--- src/rtl/mips_multi_ctrl_hs.sv ---
// Multicycle MIPS control unit: Moore FSM with memory ready handshake, wait timeout and ALU decoder.
// Optional ILLEGAL_TRAP_EN: illegal op/funct parks the FSM in TRAP instead of skipping to FETCH.
module mips_multi_ctrl_hs #(
    parameter int TIMEOUT = 16,
    parameter int WAIT_W  = 5
) (
    input  logic       clk,
    input  logic       reset,
    input  logic [5:0] op,
    input  logic [5:0] funct,
    input  logic       zero,
    input  logic       mem_ready,
    output logic       pcen,
    output logic       memread,
    output logic       memwrite,
    output logic       irwrite,
    output logic       regwrite,
    output logic       alusrca,
    output logic       iord,
    output logic       memtoreg,
    output logic       regdst,
    output logic       zeroext,
    output logic [1:0] alusrcb,
    output logic [1:0] pcsrc,
    output logic [2:0] alucontrol,
    output logic       memerr,
    output logic       trap,
    output logic [3:0] state
);

    typedef enum logic [3:0] {
        S_FETCH   = 4'd0,
        S_DECODE  = 4'd1,
        S_MEMADR  = 4'd2,
        S_MEMRD   = 4'd3,
        S_MEMWB   = 4'd4,
        S_MEMWR   = 4'd5,
        S_RTYPEEX = 4'd6,
        S_RTYPEWB = 4'd7,
        S_BEQEX   = 4'd8,
        S_IMMEX   = 4'd9,
        S_IMMWB   = 4'd10,
        S_JEX     = 4'd11,
        S_BNEEX   = 4'd12,
        S_TRAP    = 4'd13
    } state_t;

    localparam logic [5:0] OP_R    = 6'b000000;
    localparam logic [5:0] OP_J    = 6'b000010;
    localparam logic [5:0] OP_BEQ  = 6'b000100;
    localparam logic [5:0] OP_BNE  = 6'b000101;
    localparam logic [5:0] OP_ADDI = 6'b001000;
    localparam logic [5:0] OP_SLTI = 6'b001010;
    localparam logic [5:0] OP_ANDI = 6'b001100;
    localparam logic [5:0] OP_ORI  = 6'b001101;
    localparam logic [5:0] OP_LW   = 6'b100011;
    localparam logic [5:0] OP_SW   = 6'b101011;

    localparam logic [2:0] ALU_ADD = 3'b010;
    localparam logic [2:0] ALU_SUB = 3'b110;
    localparam logic [2:0] ALU_AND = 3'b000;
    localparam logic [2:0] ALU_OR  = 3'b001;
    localparam logic [2:0] ALU_SLT = 3'b111;

    localparam logic [WAIT_W-1:0] TIMEOUT_W = WAIT_W'(TIMEOUT);

`ifdef ILLEGAL_TRAP_EN
    localparam state_t ILLEGAL_NEXT = S_TRAP;
`else
    localparam state_t ILLEGAL_NEXT = S_FETCH;
`endif

    state_t            state_reg, state_next, dec_state;
    logic [WAIT_W-1:0] waitcnt_reg;
    logic              memerr_reg;
    logic              is_mem_state;
    logic              funct_ok;
    logic [2:0]        funct_alu;
    logic              pcen_dec, memread_dec, memwrite_dec, irwrite_dec, regwrite_dec;

    always_comb begin
        funct_ok  = 1'b1;
        funct_alu = ALU_ADD;
        case (funct)
            6'b100000: funct_alu = ALU_ADD;
            6'b100010: funct_alu = ALU_SUB;
            6'b100100: funct_alu = ALU_AND;
            6'b100101: funct_alu = ALU_OR;
            6'b101010: funct_alu = ALU_SLT;
            default:   funct_ok  = 1'b0;
        endcase
    end

    // While reset is high the outputs decode as FETCH; strobes are gated separately below.
    assign dec_state    = reset ? S_FETCH : state_reg;
    assign is_mem_state = (state_reg == S_FETCH) || (state_reg == S_MEMRD) || (state_reg == S_MEMWR);

    always_comb begin
        state_next   = state_reg;
        pcen_dec     = 1'b0;
        memread_dec  = 1'b0;
        memwrite_dec = 1'b0;
        irwrite_dec  = 1'b0;
        regwrite_dec = 1'b0;
        alusrca      = 1'b0;
        iord         = 1'b0;
        memtoreg     = 1'b0;
        regdst       = 1'b0;
        zeroext      = 1'b0;
        alusrcb      = 2'b00;
        pcsrc        = 2'b00;
        alucontrol   = ALU_ADD;
        case (dec_state)
            S_FETCH: begin
                memread_dec = 1'b1;
                alusrcb     = 2'b01;
                if (mem_ready) begin
                    irwrite_dec = 1'b1;
                    pcen_dec    = 1'b1;
                    state_next  = S_DECODE;
                end
            end
            S_DECODE: begin
                alusrcb = 2'b11;
                case (op)
                    OP_LW, OP_SW:                      state_next = S_MEMADR;
                    OP_R:                              state_next = S_RTYPEEX;
                    OP_BEQ:                            state_next = S_BEQEX;
                    OP_BNE:                            state_next = S_BNEEX;
                    OP_ADDI, OP_ANDI, OP_ORI, OP_SLTI: state_next = S_IMMEX;
                    OP_J:                              state_next = S_JEX;
                    default:                           state_next = ILLEGAL_NEXT;
                endcase
            end
            S_MEMADR: begin
                alusrca    = 1'b1;
                alusrcb    = 2'b10;
                state_next = (op == OP_SW) ? S_MEMWR : S_MEMRD;
            end
            S_MEMRD: begin
                memread_dec = 1'b1;
                iord        = 1'b1;
                if (mem_ready) state_next = S_MEMWB;
            end
            S_MEMWB: begin
                regwrite_dec = 1'b1;
                memtoreg     = 1'b1;
                state_next   = S_FETCH;
            end
            S_MEMWR: begin
                memwrite_dec = 1'b1;
                iord         = 1'b1;
                if (mem_ready) state_next = S_FETCH;
            end
            S_RTYPEEX: begin
                alusrca    = 1'b1;
                alucontrol = funct_alu;
                state_next = funct_ok ? S_RTYPEWB : ILLEGAL_NEXT;
            end
            S_RTYPEWB: begin
                regwrite_dec = 1'b1;
                regdst       = 1'b1;
                state_next   = S_FETCH;
            end
            S_BEQEX, S_BNEEX: begin
                alusrca    = 1'b1;
                alucontrol = ALU_SUB;
                pcsrc      = 2'b01;
                pcen_dec   = (dec_state == S_BEQEX) ? zero : ~zero;
                state_next = S_FETCH;
            end
            S_IMMEX: begin
                alusrca = 1'b1;
                alusrcb = 2'b10;
                case (op)
                    OP_ANDI: begin alucontrol = ALU_AND; zeroext = 1'b1; end
                    OP_ORI:  begin alucontrol = ALU_OR;  zeroext = 1'b1; end
                    OP_SLTI: alucontrol = ALU_SLT;
                    default: alucontrol = ALU_ADD;
                endcase
                state_next = S_IMMWB;
            end
            S_IMMWB: begin
                regwrite_dec = 1'b1;
                state_next   = S_FETCH;
            end
            S_JEX: begin
                pcsrc      = 2'b10;
                pcen_dec   = 1'b1;
                state_next = S_FETCH;
            end
            S_TRAP:  state_next = S_TRAP;
            default: state_next = S_FETCH;
        endcase
    end

`ifdef ILLEGAL_TRAP_EN
    logic trap_reg;
`endif

    always_ff @(posedge clk) begin
        if (reset) begin
            state_reg   <= S_FETCH;
            waitcnt_reg <= '0;
            memerr_reg  <= 1'b0;
`ifdef ILLEGAL_TRAP_EN
            trap_reg    <= 1'b0;
`endif
        end else begin
            state_reg <= state_next;
            // Saturate at TIMEOUT so a very long stall cannot wrap the counter.
            if (is_mem_state && !mem_ready) begin
                if (waitcnt_reg != TIMEOUT_W) waitcnt_reg <= waitcnt_reg + 1'b1;
            end else begin
                waitcnt_reg <= '0;
            end
            if (waitcnt_reg == TIMEOUT_W) memerr_reg <= 1'b1;
`ifdef ILLEGAL_TRAP_EN
            if (state_next == S_TRAP) trap_reg <= 1'b1;
`endif
        end
    end

    assign pcen     = pcen_dec     & ~reset;
    assign memread  = memread_dec  & ~reset;
    assign memwrite = memwrite_dec & ~reset;
    assign irwrite  = irwrite_dec  & ~reset;
    assign regwrite = regwrite_dec & ~reset;
    assign memerr   = memerr_reg;
    assign state    = state_reg;
`ifdef ILLEGAL_TRAP_EN
    assign trap     = trap_reg;
`else
    assign trap     = 1'b0;
`endif

endmodule

--- config.mk ---
export PLATFORM = sky130hd
export DESIGN_NAME = mips_multi_ctrl_hs
export DESIGN_NICKNAME = d
export VERILOG_FILES = /design/src/rtl/mips_multi_ctrl_hs.sv
export SDC_FILE = /design/constraint.sdc
export NUM_CORES = 1
export LEC_CHECK = 0
export BUFFER_PORTS_ARGS = -buffer_cell sky130_fd_sc_hd__buf_2
export CAP_MARGIN = 0
export CORE_ASPECT_RATIO = 1.1
export CORE_UTILIZATION = 48
export DETAILED_ROUTE_END_ITERATION = 6
export HOLD_SLACK_MARGIN = 0.03
export PLACE_DENSITY = 0.81
export SLEW_MARGIN = 15
export SYNTH_ARGS = -nofsm -noshare
export SYNTH_HDL_FRONTEND = slang
export SYNTH_SLANG_ARGS = --single-unit
--- constraint.sdc ---
create_clock -name clk -period 1.73 [get_ports clk]
set_input_delay 0.0865 -clock clk [delete_from_list [all_inputs] [get_ports clk]]
set_output_delay 0.0865 -clock clk [all_outputs]
set_load 0.005 [all_outputs]
# Word level (Yosys, flattened, before mapping)
# Cells that the tools add are included.
[classes]
reduce_logical = 19
eq_ne = 34
order_cmp = 0
add_sub_neg = 1
shifts = 0
n_div = 0
multipliers = 0
bitwise = 8
n_mux = 27
[ops]
columns = ["operator", "count"]
rows = [
  ["equality test 6 bit (second input constant)", 7],
  ["one-hot mux 4 bit (8 select lines)", 1],
  ["equality test 4 bit (second input constant)", 6],
  ["equality test 6 x 4 -> 1 bit (second input constant)", 4],
  ["one-hot mux 4 bit (6 select lines)", 1],
  ["equality test 4 x 3 -> 1 bit (second input constant)", 5],
  ["one-hot mux 3 bit (3 select lines)", 2],
  ["2-to-1 mux 4 bit", 4],
  ["OR reduction 2 bit", 7],
  ["2-to-1 mux 1 bit", 13],
  ["equality test 4 x 2 -> 1 bit (second input constant)", 3],
  ["equality test 6 x 3 -> 1 bit (second input constant)", 2],
  ["one-hot mux 3 bit (4 select lines)", 1],
  ["OR reduction 5 bit", 2],
  ["logical NOT 4 bit", 2],
  ["equality test 6 x 2 -> 1 bit (second input constant)", 1],
  ["logical NOT 6 bit", 1],
  ["2-to-1 mux 3 bit", 2],
  ["inequality test 2 bit (second input constant)", 3],
  ["one-hot mux 2 bit (3 select lines)", 1],
  ["adder 5 x 1 -> 5 bit (second input constant)", 1],
  ["bitwise AND 1 bit", 5],
  ["equality test 5 bit (second input constant)", 1],
  ["inequality test 5 bit (second input constant)", 1],
  ["other kinds (10)", 13],
]
[totals]
ramBits = 0
input_bits = 16
out_inout_bits = 23
n_memories = 0
latch_bits = 0
wordCells = 92
mem_bits_ro = 0
ff_bits = 10

# Longest topological paths before layout
[depth]
ltp_word = 6
mapped_depth = 6
ltp_nobuf = 6

# Worst setup path before layout
# No wires, ideal clock.
[synth_path]
path_type = "register -> output"
from = "reg state_reg[0], in the netlist state[0]"
to = "out alucontrol[1]"
required_ns = 1.643
setup_slack_ns = 0.267
stages_incl_launch_ff = 6
arrival_time_ns = 1.376
path_cell_list = "dfxtp_1 > buf_6 > nand2b_2 > nor3_2 > a31o_1 > or4_1"
[synth_between]
elab_chain_len = 4
elab_cells_between_ends = 7
classes_between = "eq/ne: 4; mux: 2; reduce/logical: 1"
[synth_rtl]
columns = ["element", "line_no", "text"]
rows = [
  ["start, declared", "73", "state_t state_reg, state_next, dec_state;"],
  ["start signal, assigned", "210", "state_reg <= state_next;"],
  ["2-to-1 mux 4 bit (*)", "95", "assign dec_state = reset ? S_FETCH : state_reg;"],
  ["equality test 4 bit", "113", "case (dec_state)"],
  ["OR reduction 2 bit", "113", ""],
  ["one-hot mux 3 bit (3 select lines) (*)", "113", ""],
  ["end, declared", "25", "output logic [2:0] alucontrol,"],
]
# Mark *: on every way between the ends. The rest lies on a longest branch, timed or not.

# Worst setup path after layout
# Ends and elaborated chain as after synthesis.

==> impl_metrics.json <==
{
  "wirelength_microns": 2710,
  "cap_viol_max_count": 0,
  "reg2reg_slack_ns": 0.32,
  "final_cell_mix": "buf_2 (37), nor2_1 (20), nand2_1 (10)",
  "ioPinCount": 39,
  "fin_util_pct": 66.5,
  "largest_register_ffs": 5,
  "finalSetupViolations": 1,
  "synthArstFlopShare_pct": 0,
  "rsz0062_at_grt": "true",
  "syn-cell-area_sq_um": 1010,
  "yosysSeqAreaShare_pct": 19.9,
  "r2r-end": "waitcnt_reg[2]$_SDFFE_PP0P_",
  "synth_area_per_cell_sq_um": 7.09,
  "n_antenna_cell": 0,
  "first_pass_iters": 4,
  "status": "finished with violations",
  "crit_family": "simple AND/OR/NAND/NOR gates",
  "slowest_delay_ns": 0.49,
  "crit_required_ns": 1.64,
  "synth_top_flop_cell": "dfxtp_1",
  "wl_per_cell_microns": 13.0,
  "vias": 1184,
  "hold_viol_final": 0,
  "p_per_area_nw_per_um2": 526,
  "place_ws_ns": 0.157,
  "grt_max_degree": 19,
  "arrival_ns": 1.69,
  "postRouteAntennaNets": 0,
  "clk_latency_ns": 0.26,
  "met1_length_microns": 1090,
  "wl_met3_microns": 81,
  "yosysWarnings": 0,
  "drive_above_1_share_pct": 36.5,
  "cts-buffers-inserted": 3,
  "violations": "setup timing",
  "port_buffers": 37,
  "place_inst": 202,
  "grt_pass1_vias": 1070,
  "drc": 0,
  "worst_setup_path_end_kind": "output pin",
  "final_common_cell": "buf_2",
  "drt-vias-per-instance": 5.67,
  "wl_met2_microns": 1510,
  "startpoint_type": "flop",
  "num-fill-cells": 187,
  "postCtsHoldBufs": 0,
  "grt-ovfl-total": 0,
  "finalNetCount": 200,
  "r2r_start": "state[0]$_SDFFE_PP0P_",
  "p_leak_uw": 0.000580,
  "cp_max_fo": 3,
  "cts.sinks": 10,
  "chipHeight_microns": 50.0,
  "drt_iter0_markers": 46,
  "row_count": 17,
  "fin_skew_ns": 0.000492,
  "grt_pass1_wl_microns": 4440,
  "track_usage_pct": 25.8,
  "antenna_found_initial": 0,
  "period_share_pct": 103,
  "h-tree-depth": 1,
  "cts-root-buf": "clkbuf_4",
  "areaGrowthSynthToFinish_pct": 31.9,
  "slew_viol_final": 0,
  "worstSetupStartpoint": "state[0]$_SDFFE_PP0P_",
  "highest_layer": "met4",
  "min-delay-start": "reset",
  "coreArea_sq_um": 2000,
  "synth_nets": 160,
  "dieArea_sq_um": 2290,
  "finalWorstSetupSlack_ns": -0.0487,
  "cts_tree": "built",
  "layout.cells.non_filler": 209,
  "ctsLongestPathBuffers": 2,
  "ir_drop_mv": 0.296,
  "slowest_stage": "or4_1",
  "cp_num_cells": 5,
  "cp.buffers_inverters": 1,
  "reg2regPathDepth": 7,
  "setup.worst_path.class": "reg -> out",
  "clk_pin_slew_worst_paths_ns": 0.07,
  "max_freq_ghz": 0.562,
  "cp_cell_sequence": "or3b_4 > nor2_4 > a22o_1 > or4_1 > buf_2",
  "initial_core_util_pct": 50.4,
  "hp-class": "in -> reg",
  "synth_edf_count": 0,
  "finalCriticalPeriod_ns": 1.78,
  "ys_types": 54,
  "netlist_instances": 142,
  "synth-seq-cells": 10,
  "die_x_microns": 45.7,
  "crit_end": "alucontrol[1]",
  "gp_congestion": 0.865,
  "dp_hpwl_microns": 1980
}
==> per-stage QoR <==
step           setup TNS [ns]  total power [uW]  hold slack, ns  cell area [sq um]
6_report              -0.0487               700           0.170               1330
5_1_grt                -0.320               757           0.166               1330
4_1_cts               -0.0599               694           0.151               1310
3_5_place_dp                0               461           0.425               1210
3_3_place_gp                0               454           0.409               1210
2_1_floorplan               0               394           0.311               1010
==> worst min-delay path by stage <==
stage	end	slack [ns]	depth (start not counted)
final	memerr$_SDFFE_PP0N_	0.17	2
after global placement	memerr$_SDFFE_PP0N_	0.41	2
after global routing	memerr$_SDFFE_PP0N_	0.17	2
after CTS	memerr$_SDFFE_PP0N_	0.15	2
after detailed placement	memerr$_SDFFE_PP0N_	0.42	2
after floorplan	state[1]$_SDFFE_PP0P_	0.31	3
==> logic make-up (layout without fill, tap and decap cells) <==
logic type               count (synthesis)  after routing  synth area share (%)
AND/OR/NAND/NOR                         79             79                  43.4
AO/OA/AOI/OAI                           25             25                  17.9
buffers and inverters                   16             55                  7.95
flip-flops                              10             10                  19.9
XOR/XNOR                                 7              7                  6.09
adder cells (fa/ha/maj)                  2              2                  2.48
multiplexers                             2              2                  1.99
other                                    1              1                 0.372
==> cell type report <==
type | instances | area (sq um) | area share, %
tap | 28 | 35.0 | 2.64
timing repair buffer | 46 | 260 | 19.6
multi-input combinational | 116 | 771 | 58.0
clock buffer | 4 | 36.3 | 2.73
inverter | 5 | 18.8 | 1.41
sequential | 10 | 208 | 15.6
==> repair_timing <==
item / CTS / global route
pin swaps: 2 / 0
gates resized for setup: 12 / 6
endpoints found under the setup margin: 2 / 8
buffers inserted: 3 / 0
==> worst reg2reg max path: cells and delay by family (launching register included) <==
kind | cells | cell delay [ns]
compound gates | 1 | 0.15
simple gates | 2 | 0.33
xor+xnor | 1 | 0.15
flops | 1 | 0.33
buf+inv | 3 | 0.38
==> power breakdown <==
group | total (uW) | switching [uW] | internal (uW)
Sequential | 248 | 9.09 | 239
Combinational | 243 | 129 | 115
Clock | 208 | 80.0 | 128
==> synth_stat cells (2+ instances only) <==
master    number  area share (%)
xor2_1         4             3.5
buf_2          6             3.0
nand4_1        3             1.9
ha_1           2             2.5
xnor2_1        3             2.6
or4_1          2             1.5
nor2_1        20             7.5
inv_1          5             1.9
clkbuf_1       2            0.75
nor3_1         9             4.5
nand2_1       10             3.7
nand3_1        6             3.0
nand2b_1       3             1.9
nor2b_1        6             3.7
nor3b_1        5             3.7
nor4bb_1       2             2.0
mux2i_1        2             2.0
o21ai_0        4             2.0
a21oi_1        4             2.0
dfxtp_1       10              20
==> layer usage <==
| layer | track usage, % | vias up |
|---|---|---|
| met5 | 0 | - |
| met2 | 45.0 | 28 |
| met1 | 29.2 | 567 |
| met3 | 5.49 | 6 |
| met4 | 10.1 | 0 |
| li1 | - | 583 |
Power figures use the tool's default switching activity.
